[src/rtl/hazard_ctrl_gen_pkg.sv]
// Shared constants for the hazard/forwarding controller.
// - Forward select codes: FWD_RF picks the register file; STG_E/M/W are the post-decode
//   stage indices that a forward select can name.
// - Typical Tnew codes, in cycles after entering E until the result can be forwarded.
// - Tuse codes, in cycles from D until a source is consumed.
package hazard_ctrl_gen_pkg;

  localparam int unsigned FWD_RF = 0;
  localparam int unsigned STG_E  = 1;
  localparam int unsigned STG_M  = 2;
  localparam int unsigned STG_W  = 3;

  localparam int unsigned TNEW_ALU  = 1;
  localparam int unsigned TNEW_LOAD = 2;
  localparam int unsigned TNEW_MFHI = 1;

  localparam int unsigned TUSE_D = 0;
  localparam int unsigned TUSE_E = 1;

  function automatic int unsigned max_u(input int unsigned a, input int unsigned b);
    return (a > b) ? a : b;
  endfunction

endpackage

[src/rtl/hazard_ctrl_gen_if.sv]
// Decode-side bundle between the pipeline and the hazard controller.
// master: decode stage (drives the D-stage instruction fields, receives stall/forward).
// slave : hazard controller.
//   d_valid, d_src, d_tuse, d_dst, d_tnew, d_md_start, d_md_div, d_md_use : D-stage info
//   stall, fwd_d, fwd_e, md_busy                                      : controller results
interface hazard_ctrl_gen_if #(
  parameter int unsigned DEPTH = 3,
  parameter int unsigned AW    = 5,
  parameter int unsigned NSRC  = 2,
  parameter int unsigned TW    = 2,
  parameter int unsigned SW    = $clog2(DEPTH + 1)
);

  logic                 d_valid;
  logic [NSRC*AW-1:0]   d_src;
  logic [NSRC*TW-1:0]   d_tuse;
  logic [AW-1:0]        d_dst;
  logic [TW-1:0]        d_tnew;
  logic                 d_md_start;
  logic                 d_md_div;
  logic                 d_md_use;
  logic                 stall;
  logic [NSRC*SW-1:0]   fwd_d;
  logic [NSRC*SW-1:0]   fwd_e;
  logic                 md_busy;

  modport master (
    output d_valid, d_src, d_tuse, d_dst, d_tnew, d_md_start, d_md_div, d_md_use,
    input  stall, fwd_d, fwd_e, md_busy
  );

  modport slave (
    input  d_valid, d_src, d_tuse, d_dst, d_tnew, d_md_start, d_md_div, d_md_use,
    output stall, fwd_d, fwd_e, md_busy
  );

endinterface

[src/rtl/hazard_md_timer.sv]
// Multiply/divide occupancy timer.
// Ports:
//   clk, rst     : clock, asynchronous active-low reset
//   start_i      : a non-stalled mult/div start is leaving D this cycle
//   div_i        : with start_i, the operation is a divide
//   md_busy_o    : unit occupied (counter non-zero)
//   start_e_o    : a mult/div start sits in E this cycle
module hazard_md_timer
  import hazard_ctrl_gen_pkg::*;
#(
  parameter int unsigned MUL_CYC = 5,
  parameter int unsigned DIV_CYC = 10
) (
  input  logic clk,
  input  logic rst,
  input  logic start_i,
  input  logic div_i,
  output logic md_busy_o,
  output logic start_e_o
);

  localparam int unsigned CW = $clog2(max_u(MUL_CYC, DIV_CYC) + 1);

  logic [CW-1:0] cnt_d, cnt_q;
  logic          start_e_d, start_e_q;

  always_comb begin
    cnt_d     = cnt_q;
    start_e_d = start_i;
    if (start_i) begin
      cnt_d = div_i ? CW'(DIV_CYC) : CW'(MUL_CYC);
    end else if (cnt_q != '0) begin
      cnt_d = cnt_q - CW'(1);
    end
  end

  always_ff @(posedge clk or negedge rst) begin
    if (!rst) begin
      cnt_q     <= '0;
      start_e_q <= 1'b0;
    end else begin
      cnt_q     <= cnt_d;
      start_e_q <= start_e_d;
    end
  end

  assign md_busy_o = (cnt_q != '0);
  assign start_e_o = start_e_q;

endmodule

[src/rtl/hazard_ctrl_gen.sv]
// Tnew/Tuse scoreboard hazard and forwarding controller.
// Ports:
//   clk, rst : clock, asynchronous active-low reset
//   hz       : slave side of hazard_ctrl_gen_if (D-stage fields in; stall, fwd_d,
//              fwd_e, md_busy out)
// Scoreboard slot j holds the instruction at post-decode stage j+1 (0 = E).
module hazard_ctrl_gen
  import hazard_ctrl_gen_pkg::*;
#(
  parameter int unsigned DEPTH   = 3,
  parameter int unsigned AW      = 5,
  parameter int unsigned NSRC    = 2,
  parameter int unsigned TW      = 2,
  parameter int unsigned MUL_CYC = 5,
  parameter int unsigned DIV_CYC = 10,
  parameter int unsigned SW      = $clog2(DEPTH + 1)
) (
  input  logic             clk,
  input  logic             rst,
  hazard_ctrl_gen_if.slave hz
);

  logic          ent_vld_d  [DEPTH];
  logic          ent_vld_q  [DEPTH];
  logic [AW-1:0] ent_dst_d  [DEPTH];
  logic [AW-1:0] ent_dst_q  [DEPTH];
  logic [TW-1:0] ent_trem_d [DEPTH];
  logic [TW-1:0] ent_trem_q [DEPTH];

  logic [NSRC*AW-1:0] e_src_d, e_src_q;

  logic [NSRC-1:0] src_stall;
  logic            stall;
  logic            md_stall;
  logic            md_start;
  logic            md_busy;
  logic            md_start_e;

  for (genvar i = 0; i < NSRC; i++) begin : g_src
    logic [AW-1:0] src, e_src;
    logic [TW-1:0] tuse;
    logic          d_hit, e_hit;
    logic [SW-1:0] d_stg, e_stg;
    logic [TW-1:0] d_trem, e_trem;

    assign src   = hz.d_src[i*AW +: AW];
    assign e_src = e_src_q[i*AW +: AW];
    assign tuse  = hz.d_tuse[i*TW +: TW];

    // Scan oldest to youngest so the youngest match is the one left standing.
    always_comb begin
      d_hit  = 1'b0;
      d_stg  = '0;
      d_trem = '0;
      for (int j = int'(DEPTH) - 1; j >= 0; j--) begin
        if (ent_vld_q[j] && (ent_dst_q[j] == src) && (src != '0)) begin
          d_hit  = 1'b1;
          d_stg  = SW'(j + 1);
          d_trem = ent_trem_q[j];
        end
      end
    end

    // The E instruction occupies slot 0 itself, so its producers start at slot 1.
    always_comb begin
      e_hit  = 1'b0;
      e_stg  = '0;
      e_trem = '0;
      for (int j = int'(DEPTH) - 1; j >= 1; j--) begin
        if (ent_vld_q[j] && (ent_dst_q[j] == e_src) && (e_src != '0)) begin
          e_hit  = 1'b1;
          e_stg  = SW'(j + 1);
          e_trem = ent_trem_q[j];
        end
      end
    end

    assign src_stall[i]          = d_hit && (d_trem > tuse);
    assign hz.fwd_d[i*SW +: SW]  = (d_hit && (d_trem == '0)) ? d_stg : SW'(FWD_RF);
    assign hz.fwd_e[i*SW +: SW]  = (e_hit && (e_trem == '0)) ? e_stg : SW'(FWD_RF);
  end

  assign md_stall = hz.d_md_use && (md_busy || md_start_e);
  assign stall    = hz.d_valid && ((|src_stall) || md_stall);
  assign md_start = hz.d_valid && hz.d_md_start && !stall;

  always_comb begin
    // A stalled or empty D turns into a bubble in E.
    ent_vld_d[0]  = hz.d_valid && !stall;
    ent_dst_d[0]  = hz.d_dst;
    ent_trem_d[0] = hz.d_tnew;
    for (int j = 1; j < int'(DEPTH); j++) begin
      ent_vld_d[j]  = ent_vld_q[j-1];
      ent_dst_d[j]  = ent_dst_q[j-1];
      ent_trem_d[j] = (ent_trem_q[j-1] == '0) ? '0 : ent_trem_q[j-1] - TW'(1);
    end
    e_src_d = stall ? '0 : hz.d_src;
  end

  always_ff @(posedge clk or negedge rst) begin
    if (!rst) begin
      ent_vld_q  <= '{default: '0};
      ent_dst_q  <= '{default: '0};
      ent_trem_q <= '{default: '0};
      e_src_q    <= '0;
    end else begin
      ent_vld_q  <= ent_vld_d;
      ent_dst_q  <= ent_dst_d;
      ent_trem_q <= ent_trem_d;
      e_src_q    <= e_src_d;
    end
  end

  hazard_md_timer #(
    .MUL_CYC (MUL_CYC),
    .DIV_CYC (DIV_CYC)
  ) u_md_timer (
    .clk       (clk),
    .rst       (rst),
    .start_i   (md_start),
    .div_i     (hz.d_md_div),
    .md_busy_o (md_busy),
    .start_e_o (md_start_e)
  );

  assign hz.stall   = stall;
  assign hz.md_busy = md_busy;

endmodule

[src/flat_wrapper.sv]
// flat-port wrapper written by rule: the top's interface ports become plain ports
module hazard_ctrl_gen_flat import hazard_ctrl_gen_pkg::*;
#(
  parameter int unsigned DEPTH   = 3,
  parameter int unsigned AW      = 5,
  parameter int unsigned NSRC    = 2,
  parameter int unsigned TW      = 2,
  parameter int unsigned MUL_CYC = 5,
  parameter int unsigned DIV_CYC = 10,
  parameter int unsigned SW      = $clog2(DEPTH + 1)
)
  (clk, rst, hz_d_valid, hz_d_src, hz_d_tuse, hz_d_dst, hz_d_tnew, hz_d_md_start, hz_d_md_div, hz_d_md_use, hz_stall, hz_fwd_d, hz_fwd_e, hz_md_busy);
  hazard_ctrl_gen_if #(.DEPTH(DEPTH), .AW(AW), .NSRC(NSRC), .TW(TW), .SW(SW)) hz_i ();
  input  logic clk;
  input  logic rst;
  input wire logic [$bits(hz_i.d_valid)-1:0] hz_d_valid;
  input wire logic [$bits(hz_i.d_src)-1:0] hz_d_src;
  input wire logic [$bits(hz_i.d_tuse)-1:0] hz_d_tuse;
  input wire logic [$bits(hz_i.d_dst)-1:0] hz_d_dst;
  input wire logic [$bits(hz_i.d_tnew)-1:0] hz_d_tnew;
  input wire logic [$bits(hz_i.d_md_start)-1:0] hz_d_md_start;
  input wire logic [$bits(hz_i.d_md_div)-1:0] hz_d_md_div;
  input wire logic [$bits(hz_i.d_md_use)-1:0] hz_d_md_use;
  output wire logic [$bits(hz_i.stall)-1:0] hz_stall;
  output wire logic [$bits(hz_i.fwd_d)-1:0] hz_fwd_d;
  output wire logic [$bits(hz_i.fwd_e)-1:0] hz_fwd_e;
  output wire logic [$bits(hz_i.md_busy)-1:0] hz_md_busy;
  assign hz_i.d_valid = hz_d_valid;
  assign hz_i.d_src = hz_d_src;
  assign hz_i.d_tuse = hz_d_tuse;
  assign hz_i.d_dst = hz_d_dst;
  assign hz_i.d_tnew = hz_d_tnew;
  assign hz_i.d_md_start = hz_d_md_start;
  assign hz_i.d_md_div = hz_d_md_div;
  assign hz_i.d_md_use = hz_d_md_use;
  assign hz_stall = hz_i.stall;
  assign hz_fwd_d = hz_i.fwd_d;
  assign hz_fwd_e = hz_i.fwd_e;
  assign hz_md_busy = hz_i.md_busy;
  hazard_ctrl_gen #(.DEPTH(DEPTH), .AW(AW), .NSRC(NSRC), .TW(TW), .MUL_CYC(MUL_CYC), .DIV_CYC(DIV_CYC), .SW(SW)) u_core (.clk(clk), .rst(rst), .hz(hz_i));
endmodule
[config.mk]
export PLATFORM = sky130hd
export DESIGN_NAME = hazard_ctrl_gen_flat
export DESIGN_NICKNAME = d
export VERILOG_FILES = /design/src/rtl/hazard_ctrl_gen_pkg.sv /design/src/rtl/hazard_ctrl_gen_if.sv /design/src/rtl/hazard_md_timer.sv /design/src/rtl/hazard_ctrl_gen.sv /design/src/flat_wrapper.sv
export SDC_FILE = /design/constraint.sdc
export NUM_CORES = 1
export LEC_CHECK = 0
export BUFFER_PORTS_ARGS = -buffer_cell sky130_fd_sc_hd__buf_4
export CAP_MARGIN = 10
export CORE_UTILIZATION = 33
export CTS_BUF_LIST = sky130_fd_sc_hd__clkbuf_8
export DETAILED_ROUTE_END_ITERATION = 7
export GPL_TIMING_DRIVEN = 1
export SYNTH_ARGS = -nofsm -noshare
export SYNTH_HDL_FRONTEND = slang
export SYNTH_SLANG_ARGS = --single-unit
[constraint.sdc]
create_clock -name clk -period 5.9 [get_ports clk]
set_input_delay 0.885 -clock clk [delete_from_list [all_inputs] [get_ports clk]]
set_output_delay 0.885 -clock clk [all_outputs]
set_load 0.03 [all_outputs]
==> results of run 1 <==
## cell type report
class                           count  area share
Timing Repair Buffer               36      0.0989
Clock buffer                        7      0.0353
Multi-Input combinational cell    164       0.457
Inverter                           11      0.0151
Clock inverter                      1     0.00137
Tap cell                           77      0.0353
Sequential cell                    39       0.357
## sequential cells by signal (all words and copies together), names as in the netlist
signal and flops:
u_core.e_src_q 10, u_core.ent_dst_d 10, u_core.ent_dst_q 5, u_core.ent_trem_q 6
u_core.ent_vld_d 2, u_core.ent_vld_q 1, u_core.u_md_timer.cnt_q 4, u_core.u_md_timer.start_e_o 1
## power groups by stage
| stage | Combinational (mW) | Sequential (mW) | Clock [mW] |
|---|---|---|---|
| 2_1_floorplan | 0.132 | 0.329 | 0 |
| 3_3_place_gp | 0.173 | 0.343 | 0 |
| 3_5_place_dp | 0.176 | 0.343 | 0 |
| 4_1_cts | 0.177 | 0.338 | 0.197 |
| 5_1_grt | 0.195 | 0.342 | 0.210 |
| 6_report | 0.174 | 0.338 | 0.191 |
## through the flow
stage	setup WS, ps	instances	hold slack, ps	utilization	power (mW)
floorplan	1790	219	352	-	0.461
global placement	1500	327	405	0.403	0.516
detailed placement	1440	327	404	0.403	0.519
CTS	1430	335	427	0.418	0.712
global route	1310	335	444	0.418	0.747
finish	1450	335	424	0.418	0.703
## cells in the mapped netlist (2+ instances only)
cell	count	area (um2)
a21o_1	3	22.5
a21oi_1	11	55.1
and2_1	11	68.8
clkbuf_1	4	15.0
dfrtp_1	39	976
ha_1	6	75.1
inv_1	11	41.3
mux2_1	2	22.5
mux2i_1	2	20.0
nand2_1	12	45.0
nand3_1	5	25.0
nand4_1	8	50.1
nor2_1	6	22.5
nor2b_1	3	18.8
nor3_1	9	45.0
nor4_1	9	56.3
nor4_2	2	25.0
or3_1	2	12.5
or3_2	2	15.0
or4_4	2	22.5
xnor2_1	36	315
xor2_1	14	123
## routing by layer
layer / routed length (um) / global-route usage / vias up
li1: - / - / 830
met4: 60 / 0.0416 / 0
met3: 201 / 0.0331 / 7
met2: 2320 / 0.238 / 37
met1: 2440 / 0.205 / 800
met5: 0 / 0 / -
## logic make-up after synthesis
group | Yosys count | share of synthesized area
AO/OA/AOI/OAI | 22 | 0.0706
adder cells (fa/ha/maj) | 6 | 0.0329
buffers and inverters | 16 | 0.0268
XOR/XNOR | 50 | 0.192
AND/OR/NAND/NOR | 82 | 0.232
multiplexers | 4 | 0.0186
flip-flops | 39 | 0.427
## worst reg2reg max path, stage by stage, from the launching register on
cell and delay, ps:
dfrtp_1 480, xnor2_1 210, nand4_1 140, nor4_2 410
nand3_1 130, a31oi_1 290, ha_1 300, nor2b_1 130
o21ai_0 130, nand2b_1 110, o41ai_4 90, nand4_4 190
mux2_1 340
## final timing paths
| kind | endpoint | start | slack (ps) | cells after the start |
|---|---|---|---|---|
| max reg2reg | u_core.u_md_timer.cnt_q[3] | u_core.ent_dst_q[4] | 2830 | 12 |
| min in group asynchronous | u_core.ent_dst_d[8] | rst | 550 | 1 |
| min | u_core.ent_vld_d[0] | u_core.ent_vld_d[1] | 420 | 0 |
| max in group asynchronous | u_core.ent_trem_q[2] | rst | 5020 | 1 |
| min reg2reg | u_core.ent_vld_d[0] | u_core.ent_vld_d[1] | 420 | 0 |
| max | hz_stall | hz_d_src[6] | 1450 | 14 |
## placed cells by master (no fill, tap or decap), types with 6 or more instances in the layout
cell,n
nand4_1,8
clkbuf_8,7
nand2_1,12
and2_1,11
xnor2_1,36
nor3_1,9
dfrtp_1,39
buf_4,36
ha_1,6
nor4_1,9
nor2_1,6
xor2_1,14
a21oi_1,11
inv_1,12
==> summary.md, run 1 <==
| Metric | Value |
|---|---|
| Minimum clock period | `4450 ps` |
| Initial antenna violation count | `0` |
| Maximum VDD drop | `approximately 0.19 mV` |
| Ys flop type | `dfrtp_1` |
| FP Rows | `29` |
| RSZ-0062 raised after global routing | `false` |
| Worst slew pin tran | `between 500 and 600 ps` |
| Critical-path maximum fanout | `11` |
| Post-place instance area | `about 2600 um2` |
| Leakage Power | `around 1.2 nW` |
| Vias/cell | `around 5.0` |
| CP peak stage delay | `about 570 ps` |
| DRT iter0 DRCs | `49` |
| Worst path bufs/invs | `3` |
| CP Cell Sequence | `buf_4 > or4_4 > nor2_8 > or3_2 > nand3_1 > a31oi_1 > ha_1 > nor2b_1 > o21ai_0 > nand2b_1 > o41ai_4 > a21o_2 > inv_1 > buf_4` |
| H-tree depth | `2` |
| Setup Buffers After CTS | `0` |
| Crit share post-route | `0.754` |
| Clk pin slew, worst setup/hold paths | `approximately 70 ps` |
| Detail Placement HPWL | `3.88 mm` |
| Switching share of power | `0.297` |
| Vias in the first global route | `1600` |
| Setup TNS | `0 ps` |
| Warnings, synthesis | `0` |
| Cell mode on critical path | `buf_4` |
| CTS tree | `built` |
| Resize count post-CTS | `0` |
| Die Ht | `approximately 85 um` |
| Startpoint type of the worst setup path | `input port` |
| Max-capacitance violation count | `0` |
| Final net count | `290` |
| Final hold violations | `0` |
| Gate power share | `0.248` |
| TritonRoute pass-1 iters | `4` |
| Layout area overhead | `19.6%` |
| Pin count of the biggest net entering global routing | `40` |
| Synthesized area | `2280 um2` |
| Cells after synthesis | `219` |
| Boundary Pins | `37` |
| Latest clock arrival within the worst-skew pair | `approximately 290 ps` |
| Max frequency | `approximately 220 MHz` |
| Async set-or-reset flop fraction in the synthesized netlist | `1.00` |
| Slowest CP cell | `or4_4` |
| Area of the multi-input gates | `approximately 1200 um2` |
| GRT Util Overall | `0.150` |
| Routed wire length | `~5.0 mm` |
| First-pass GRT wire length | `just over 8 mm` |
| Remaining global-route overflow | `0` |
| Worst Hold Class | `reg2reg` |
| CTS Sinks | `39` |
| Post-cts hold buffer count | `0` |
| Core area | `~6500 um2` |
| Share of cells above drive strength 1 | `0.225` |
| EDFF count, synth | `0` |
| Mapped Nets | `252` |
| Max-slew headroom | `0.607` |
| Status | `finished, final reports clean` |
| GP Congestion | `slightly above 0.8` |
| Final Max Slew Viols | `0` |
| Drt drc | `0` |
| Initial core utilization | `0.350` |
| Sequential share of the synthesized area | `0.427` |
| Seq pwr share | `0.481` |
| Buffer type at the clock tree root | `clkbuf_8` |
| IO Port Bufs | `36` |
| Sequential cell area | `between 900 and 1000 um2` |
| WP data arrival | `3560 ps` |
| Fillcell total | `around 650` |
| Routed WL per cell | `roughly 15 um` |
| Required time worst endpoint | `approximately 5000 ps` |
| CTS max path bufs | `2` |
| Yosys reg bits | `39` |
| Die area | `just over 7000 um2` |
| Clk pwr share | `0.272` |
| Die width | `about 85 um` |
| Internal power | `slightly below 0.5 mW` |
| Sw power | `approximately 0.21 mW` |
| Post-DRT Antenna Nets | `0` |
| Antenna diode count | `0` |
| Post-route cell area | `around 2700 um2` |
| Crit. End Element | `output pin` |
| TritonCTS buffer count | `5` |
| Synth unique cells | `42` |
| Final setup viols | `0` |
| Clock Skews | `3.94 ps` |
| Pwr dens | `roughly 260 nW/um2` |
| Vias | `~1700` |
| Syn_area_per_cell | `around 10 um2` |
| Critical path class | `in2out` |
| Delay-heaviest family, CP | `simple AND/OR/NAND/NOR gates` |
Note: power is estimated with default switching activity, not from simulation.
==> run 2: changes to the inputs <==
- clock period: 5.9 -> 4.46 ns (I/O delays scaled with it)
==> run 2 against run 1 <==
Wire length decreased by 0.26%. Critical path depth unchanged. Clock power increased by 31%. Flip-flop and latch count unchanged. Combinational power increased by 33%.
==> summary.md, run 2 (same netlist as run 1, synthesis figures left out) <==
| Metric | Value |
|---|---|
| Worst path bufs/invs | `3 (unchanged)` |
| TritonRoute pass-1 iters | `4 (unchanged)` |
| Die area | `7260 um2 (unchanged)` |
| Final hold violations | `0 (unchanged)` |
| Vias in the first global route | `1689 (+5.6%)` |
| Pwr dens | `340 nW/um2 (+32%)` |
| Max-capacitance violation count | `0 (unchanged)` |
| Clock Skews | `5.59 ps (+1.64 ps)` |
| Crit. End Element | `output pin` |
| Resize count post-CTS | `0 (unchanged)` |
| RSZ-0062 raised after global routing | `false` |
| FP Rows | `29 (unchanged)` |
| TritonCTS buffer count | `5 (unchanged)` |
| Final setup viols | `0 (unchanged)` |
| Commonest cells after routing, fill and taps aside | `dfrtp_1 (39), xnor2_1 (36), buf_4 (36)` |
| First-pass GRT wire length | `8.42 mm (+2.7%)` |
| Drt drc | `0 (unchanged)` |
| Final setup margin | `450 ps (-1000 ps)` |
| Cell mode on critical path | `buf_4` |
| Layout area overhead | `19.6% (unchanged)` |
| Worst Hold Class | `in2async` |
| Share of cells above drive strength 1 | `0.225 (unchanged)` |
| Required time worst endpoint | `3790 ps (-1230 ps)` |
| Max-slew headroom | `0.633 (+0.0254)` |
| Antenna diode count | `0 (unchanged)` |
| Initial core utilization | `0.350 (unchanged)` |
| CP peak stage delay | `570 ps (about the same)` |
| GRT Util Overall | `0.151 (+0.00170)` |
| IO Port Bufs | `36 (unchanged)` |
| Pin count of the biggest net entering global routing | `40 (unchanged)` |
| Status | `finished, final reports clean` |
| Setup Buffers After CTS | `0 (unchanged)` |
| Final Max Slew Viols | `0 (unchanged)` |
| Routed wire length | `5.01 mm (-0.26%)` |
| Core area | `6530 um2 (unchanged)` |
| Initial antenna violation count | `0 (unchanged)` |
| CTS Sinks | `39 (unchanged)` |
| Setup TNS | `0 ps (unchanged)` |
| Max frequency | `about 250 MHz` |
| Critical-path maximum fanout | `11 (unchanged)` |
| Startpoint type of the worst setup path | `input port` |
| Buffer type at the clock tree root | `clkbuf_8` |
| CP Cell Sequence | `buf_4 > or4_4 > nor2_8 > or3_2 > nand3_1 > a31oi_1 > ha_1 > nor2b_1 > o21ai_0 > nand2b_1 > o41ai_4 > a21o_2 > inv_1 > buf_4` |
| Slowest CP cell | `or4_4` |
| Post-cts hold buffer count | `0 (unchanged)` |
| Fillcell total | `657 (+0.46%)` |
| Worst slew pin tran | `547 ps (-37.8 ps)` |
| DP Worst Slack | `453 ps (-982 ps)` |
| Post-DRT Antenna Nets | `0 (unchanged)` |
| Crit share post-route | `0.899` |
| Boundary Pins | `37 (unchanged)` |
| Clk pin slew, worst setup/hold paths | `70 ps (about the same)` |
| Commonest non-fill, non-tap cell in the layout | `dfrtp_1` |
| WP data arrival | `3340 ps (-220 ps)` |
| Minimum clock period | `between 4000 and 5000 ps` |
| GP Congestion | `0.811 (unchanged)` |
| Vias/cell | `5.04 (+0.96%)` |
| Remaining global-route overflow | `0 (unchanged)` |
| Die Ht | `85.2 um (unchanged)` |
| Routed WL per cell | `15.0 um (-0.26%)` |
| DRT iter0 DRCs | `55 (+12%)` |
| Vias | `1690 (+0.96%)` |
| Leakage Power | `1.17 nW (unchanged)` |
| Delay-heaviest family, CP | `simple AND/OR/NAND/NOR gates` |
| Maximum VDD drop | `0.193 mV (+4.0%)` |
| Final net count | `290 (unchanged)` |
| CTS max path bufs | `2 (unchanged)` |
| Die width | `85.2 um (unchanged)` |
| Detail Placement HPWL | `3.92 mm (+1.0%)` |
| Critical path class | `in2out` |
| CTS tree | `built` |
| H-tree depth | `2 (unchanged)` |
| Latest clock arrival within the worst-skew pair | `290 ps (about the same)` |
[run 2: cell counts in the layout (fill, tap and decap cells not counted)]
No cell type changed its count.
[run 2: layer usage]
metal	share of wire	vias to the layer above	track usage
li1	-	826	-
met1	0.46	805	0.202
met2	0.47	50	0.246
met3	0.064	9	0.0311
met4	0.014	0	0.0493
met5	0	-	0
[run 2: area by class of cell]
type | count | area (um2) | area share
Inverter | 11 | 41.3 | 0.0151
Tap cell | 77 | 96.3 | 0.0353
Clock inverter | 1 | 3.75 | 0.00137
Clock buffer | 7 | 96.3 | 0.0353
Timing Repair Buffer | 36 | 270 | 0.0989
Sequential cell | 39 | 976 | 0.357
Multi-Input combinational cell | 164 | 1250 | 0.457
[run 2: path summary, 6_finish.rpt]
| kind | startpoint | endpoint | slack, ps | cells past startpoint |
|---|---|---|---|---|
| setup / recovery | hz_d_src[6] | hz_stall | 450 | 14 |
| hold / removal | rst | u_core.ent_dst_d[8] | 340 | 1 |
| setup reg to reg | u_core.ent_dst_q[3] | u_core.u_md_timer.cnt_q[1] | 1430 | 12 |
| hold reg to reg | u_core.ent_vld_d[1] | u_core.ent_vld_d[0] | 420 | 0 |
| max in group asynchronous | rst | u_core.ent_trem_q[4] | 3790 | 1 |
| min in group clk | u_core.ent_vld_d[1] | u_core.ent_vld_d[0] | 420 | 0 |
[run 2: through the flow]
stage	power [mW]	std cells	cell area [um2]	utilization	hold WS, ps
detailed placement	0.688	327	2630	0.403	404
floorplan	0.610	219	2280	-	352
CTS	0.944	335	2730	0.418	349
global placement	0.682	327	2630	0.403	405
global route	0.988	335	2730	0.418	372
finish	0.929	335	2730	0.418	339
[run 2: worst reg2reg max path: cells and delay by family, from the launching register on]
family / cells / cell delay, ps
and+or+nand+nor: 6 / 1110
AOI/OAI and AO/OA: 3 / 520
DFF: 1 / 460
muxes: 1 / 340
adders and majority gates: 1 / 300
xor gates and xnor gates: 1 / 200
[run 2: power breakdown]
group | switching [mW] | internal, mW
Clock | 0.113 | 0.139
Combinational | 0.112 | 0.118
Sequential | 0.0495 | 0.397
Total | 0.275 | 0.654
